### config.mk
export PLATFORM = sky130hd
export DESIGN_NAME = mpsoc_sys_info
export DESIGN_NICKNAME = d
export VERILOG_FILES = /design/src/rtl/mpsoc_sys_info.sv
export SDC_FILE = /design/constraint.sdc
export NUM_CORES = 1
export LEC_CHECK = 0
export CELL_PAD_IN_SITES_DETAIL_PLACEMENT = 1
export CELL_PAD_IN_SITES_GLOBAL_PLACEMENT = 1
export CORE_AREA = 3 3 86 88
export DETAILED_ROUTE_END_ITERATION = 8
export DIE_AREA = 0 0 89 91
export PLACE_DENSITY_LB_ADDON = 0.1
export SYNTH_ARGS = -nofsm -noshare
export SYNTH_HDL_FRONTEND = slang
export SYNTH_SLANG_ARGS = --single-unit
export TNS_END_PERCENT = 100
### constraint.sdc
create_clock -name clock -period 4.36 [get_ports clock]
set_input_delay 0.872 -clock clock [delete_from_list [all_inputs] [get_ports clock]]
set_output_delay 0.872 -clock clock [all_outputs]
set_load 0.02 [all_outputs]
### src/rtl/mpsoc_sys_info.sv
// mpsoc_sys_info: system-information Avalon-MM slave with a registered 1-cycle read path.
// Provides ID, timestamp, CPU info, a 64-bit uptime counter with a coherent high-word shadow,
// a scratch register and per-CPU boot-release bits.
// Optional macro MPSOC_SYS_INFO_UPTIME_EN builds the uptime counter and its shadow. Without
// it, words 3/4 read zero and INFO bit 23 reads 0.
module mpsoc_sys_info #(
  parameter logic [31:0] SYSTEM_ID = 32'h00000001,
  parameter logic [31:0] TIMESTAMP = 32'h00000000,
  parameter int unsigned NUM_CPUS  = 4,
  parameter logic [7:0]  VERSION   = 8'h02,
  parameter logic [31:0] BOOT_MASK = 32'h00000001
) (
  input  logic                clock,
  input  logic                reset,
  input  logic [2:0]          address,
  input  logic                chipselect,
  input  logic                read,
  input  logic                write,
  input  logic [31:0]         writedata,
  output logic [31:0]         readdata,
  output logic                readdatavalid,
  output logic [NUM_CPUS-1:0] cpu_release
);

  logic                rd_acc;
  logic                wr_acc;
  logic [31:0]         scratch;
  logic [NUM_CPUS-1:0] rel;
  logic [31:0]         rel_word;
  logic [31:0]         uptime_lo;
  logic [31:0]         uptime_hi;
  logic                uptime_present;
  logic [31:0]         info;
  logic [31:0]         rd_mux;

  // A simultaneous read wins; the write is dropped.
  assign rd_acc = chipselect & read;
  assign wr_acc = chipselect & write & ~read;

`ifdef MPSOC_SYS_INFO_UPTIME_EN
  logic [63:0] uptime;
  logic [31:0] shadow;

  // Free-running counter; a low-word read captures the matching high word into the shadow.
  always_ff @(posedge clock or posedge reset) begin
    if (reset) begin
      uptime <= 64'h0;
      shadow <= 32'h0;
    end else begin
      uptime <= uptime + 64'd1;
      if (rd_acc && (address == 3'd3)) begin
        shadow <= uptime[63:32];
      end
    end
  end

  assign uptime_lo      = uptime[31:0];
  assign uptime_hi      = shadow;
  assign uptime_present = 1'b1;
`else
  assign uptime_lo      = 32'h0;
  assign uptime_hi      = 32'h0;
  assign uptime_present = 1'b0;
`endif

  assign info = {VERSION, uptime_present, 7'h00, 16'(NUM_CPUS)};

  // Scratch register: full-word writes only.
  always_ff @(posedge clock or posedge reset) begin
    if (reset) begin
      scratch <= 32'h0;
    end else if (wr_acc && (address == 3'd5)) begin
      scratch <= writedata;
    end
  end

  // Release bits: word 6 sets, word 7 clears; bits above NUM_CPUS are not stored.
  always_ff @(posedge clock or posedge reset) begin
    if (reset) begin
      rel <= BOOT_MASK[NUM_CPUS-1:0];
    end else if (wr_acc && (address == 3'd6)) begin
      rel <= rel | writedata[NUM_CPUS-1:0];
    end else if (wr_acc && (address == 3'd7)) begin
      rel <= rel & ~writedata[NUM_CPUS-1:0];
    end
  end

  assign cpu_release = rel;

  // Zero-extend the release state to a full word.
  always_comb begin
    rel_word                 = 32'h0;
    rel_word[NUM_CPUS-1:0]   = rel;
  end

  // Read-data selection by word address.
  always_comb begin
    rd_mux = 32'h0;
    case (address)
      3'd0: rd_mux = SYSTEM_ID;
      3'd1: rd_mux = TIMESTAMP;
      3'd2: rd_mux = info;
      3'd3: rd_mux = uptime_lo;
      3'd4: rd_mux = uptime_hi;
      3'd5: rd_mux = scratch;
      3'd6: rd_mux = rel_word;
      3'd7: rd_mux = rel_word;
      default: rd_mux = 32'h0;
    endcase
  end

  // Registered read port: data holds between reads, valid pulses one cycle per accepted read.
  always_ff @(posedge clock or posedge reset) begin
    if (reset) begin
      readdata      <= 32'h0;
      readdatavalid <= 1'b0;
    end else begin
      readdatavalid <= rd_acc;
      if (rd_acc) begin
        readdata <= rd_mux;
      end
    end
  end

endmodule
### Word-level counts from Yosys, hierarchy flattened

Cells that the tools add are included.

* bits in registers: 69
* input bits: 40
* output and inout port bits: 37
* logic and storage cells: 28

* eq/ne operators: 7
* muxes and demuxes: 3
* bitwise gates (word level): 7
* reductions and logical operators: 7

Operators by type and width (count)
* one-hot mux 32 bit (5 select lines): 1
* == test 3 bit, second input constant: 4
* two-way mux 4 bit: 2
* == test 3 x 2 -> 1 bit, second input constant: 2
* AND 4 bit: 1
* NOT 4 bit: 1
* bitwise OR 4 bit: 1
* AND 1 bit: 3
* == test 3 x 1 -> 1 bit, second input constant: 1
* logical AND 1 bit: 3
* zero test 3 bit: 1
* OR reduction 3 bit: 1
* nonzero test 2 bit: 1
* OR reduction 2 bit: 1
* NOT 1 bit: 1

### Logic depth before layout (Yosys ltp)

* depth after elaboration: 5
* gate-level depth with buffers: 4
* depth with buffers taken out: 4

### Least setup slack after synthesis

No wires, ideal clock.

* path kind: input-to-reg
* start: input address[1]
* end: register scratch[1]
* library setup time: 0.125 ns
* arrival time: 1.765 ns
* required time: 4.235 ns
* slack: 2.471 ns
* stages: 4
* path buffers: 1
* cells stage by stage: nand3b_2 > nor2_4 > buf_6 > mux2_2

* cells in the longest elaborated chain, start to end: 2

RTL lines
* start: declaration: line 15 `input logic [2:0] address,`
* == test 3 bit: line 72 `end else if (wr_acc && (address == 3'd5)) begin`
* logical AND 1 bit: line 72
* end signal: assignment: line 73 `scratch <= writedata;`
* end: declaration: line 27 `logic [31:0] scratch;`

No other way between the ends.
A chain may end at the register's enable or synchronous reset.

### Final worst setup path

* start: input address[1]
* end: register scratch[26]

Same word-level chain as after synthesis.

==> run metrics <==
largest net degree at the start of global routing 43; NetSw 366 uW; Worst EP arrival 2950 ps; CTS Hold Bufs 0; Final Cycle Share 62.7%; power per cell area 402 nW/um^2; final setup fails 0; clock network fraction of total power 31.3%; Post-layout nets 301; Worst Path Buf+Inv 1; crit-path max FO 32; Area Overhead vs Synth 37.3%; Crit path required time 4570 ps; gp weighted congestion 0.706; R2R setup slack 3440 ps; hold wc startpoint readdata[25]$_DFFE_PP0P_; Slew Limit Fails 0; TritonCTS clock tree yes; fraction of layout cells with a size suffix above 1 19.2%; core area 6720 sq um; root buffer cell clkbuf_8; die area 8100 sq um; global-route wire length before repair 10000 microns; Slew HR 37.2%; unrepaired setup endpoints after global routing no; pre-CTS setup slack 1240 ps; critical path class input port to flip-flop; CTS resizes 0; Cell Int Power 1100 uW; Worst setup SP type input port; status complete, no violations; Placed Cells 330; vias in the first global route 1937; Post-Syn Area 2650 sq um; Post-Synthesis Cells 181; Period minus WS final 2730 ps; setup bufs post-CTS 0; Top-Level Pins 77; total CTS buffers 9; most common cell after layout, fill and taps aside clkdlybuf4s50_1; Flop pwr share 52.6%; reg2reg path depth 3; drt first pass iters 4; switching share of total power 25.0%; Core Rows 30; final WL 6000 microns; fmax 366 MHz; port bufs 76; CP Cell Sequence clkdlybuf4s50_1, nand3b_2, nor2_4, mux2_2; stages on the worst setup path 4; Clock Latency Late Sink 330 ps; final setup margin 1630 ps; sequential-to-total area share from yosys stat 65.2%; slowest cell delay on critical path 760 ps; hpwl dp 4090 microns; hold endpoint readdata[25]$_DFFE_PP0P_; skew final 7.88 ps; grt ovf 0; Hold Path Stages 2; reg-to-reg critical path endpoint readdata[25]$_DFFE_PP0P_; # DRC 0; setup TNS 0 ps; die height 91 microns; via count 1781; Ys Warns 0; Slew @ Worst Pin 940 ps; Die W 89 microns; Antenna Diode Count 0; reg2reg start scratch[25]$_DFFE_PP0P_; vias per inst 5.15; GRT Resource Usage Total 16.4%; Reg area 1730 sq um; H-tree depth 3; CTS clk-pin slew, worst paths 60 ps; Mean Syn Cell Area 14.6 sq um; Multi-input gate area 848 sq um; post-synth cell types 26; post-route ant nets 0; design area 3640 sq um; Power Total 1460 uW; initial drt markers 125; fillers 665; DP Area 3470 sq um; peak supply drop 173 uV; most frequent cells in the layout 76 x clkdlybuf4s50_1, 68 x dfrtp_1, 30 x mux2_2; initial antenna violation count 0; MaxCap Viol Count 0; Crit path max-delay family simple AND/OR/NAND/NOR gates; syn_nets 221; Max clock buf depth 2; Sink Count 69; starting density of the core 39.5%; class of the worst hold path flip-flop to flip-flop; crit path max-delay cell type nor2_4; Leak Pwr 0.00163 uW; Fin. Hold Viols 0; #FFs+latches synth 69; Critical Path Sink Type flip-flop; DR WL/cell 17.3 microns; combinational fraction of design power 16.1%; filler-free cell count of the finished design 346
how the worst max path moves through the flow:
stage	endpoint	slack (ps)	from
4_1_cts	scratch[26]$_DFFE_PP0P_	1580	address[1]
5_1_grt	scratch[13]$_DFFE_PP0P_	1450	address[1]
3_5_place_dp	scratch[26]$_DFFE_PP0P_	1240	address[1]
3_3_place_gp	scratch[14]$_DFFE_PP0P_	1290	address[1]
2_1_floorplan	async pin	1750	reset
6_report	scratch[26]$_DFFE_PP0P_	1630	address[1]
cells by family (layout without fill, tap and decap cells):
family | Yosys count | in the layout | share of synthesized area, %
multiplexers | 33 | 33 | 14.0
AO/OA/AOI/OAI | 46 | 46 | 12.9
buffers and inverters | 12 | 97 | 2.83
AND/OR/NAND/NOR | 21 | 21 | 5.10
flip-flops | 69 | 69 | 65.2
power groups by stage:
stage | Clock, uW | Sequential (uW) | Combinational, uW
after floorplan | 0 | 802 | 99.0
after CTS | 476 | 770 | 240
after global routing | 508 | 782 | 257
after detailed placement | 0 | 782 | 240
after global placement | 0 | 779 | 234
final | 457 | 770 | 236
flip-flops by register name (all words and copies together) (netlist names), named ones only:
| signal | cells |
|---|---|
| readdata | 32 |
| scratch | 32 |
| readdatavalid | 1 |
worst min-delay path, stage by stage, from the launching register on:
cell	delay, ps
dfrtp_1	340
nand2_1	40
o21ai_0	60
cells in the mapped netlist (all sizes together):
| cell type | count | area, sq um |
|---|---|---|
| a22o | 27 | 236 |
| dfstp | 1 | 26.3 |
| and4b | 1 | 10.0 |
| inv | 2 | 7.51 |
| and2 | 2 | 12.5 |
| mux2 | 32 | 360 |
| nand3 | 1 | 5.00 |
| o31ai | 1 | 7.51 |
| a31oi | 7 | 43.8 |
| mux2i | 1 | 10.0 |
| a21oi | 7 | 35.0 |
| dfrtp | 68 | 1700 |
| nand3b | 2 | 18.8 |
| or3 | 1 | 6.26 |
| clkbuf | 5 | 18.8 |
| nand2 | 6 | 22.5 |
| buf | 5 | 48.8 |
| o21ai | 4 | 20.0 |
| nor2 | 4 | 25.0 |
| and3b | 4 | 35.0 |
metal layers:
| layer | share of wire (%) | global-route usage, % | routed length, microns |
|---|---|---|---|
| met4 | 1.4 | 7.94 | 82 |
| met2 | 48 | 23.8 | 2850 |
| met1 | 46 | 22.9 | 2790 |
| met3 | 4.7 | 3.72 | 281 |
| met5 | 0 | 0 | 0 |
per-stage QoR:
step / utilization [%] / hold WS (ps)
floorplan: - / 458
global placement: 51.6 / 463
detailed placement: 51.6 / 469
CTS: 54.2 / 485
global route: 54.2 / 501
finish: 54.2 / 477
layout make-up:
class                           instances  share of cell area (%)
Timing Repair Buffer                   79                    21.5
Clock inverter                          2                   0.275
Sequential cell                        69                    47.5
Multi-Input combinational cell        100                    23.3
Clock buffer                           14                    4.47
Inverter                                2                   0.206
Tap cell                               80                    2.75
(Power assumes the default switching activity.)
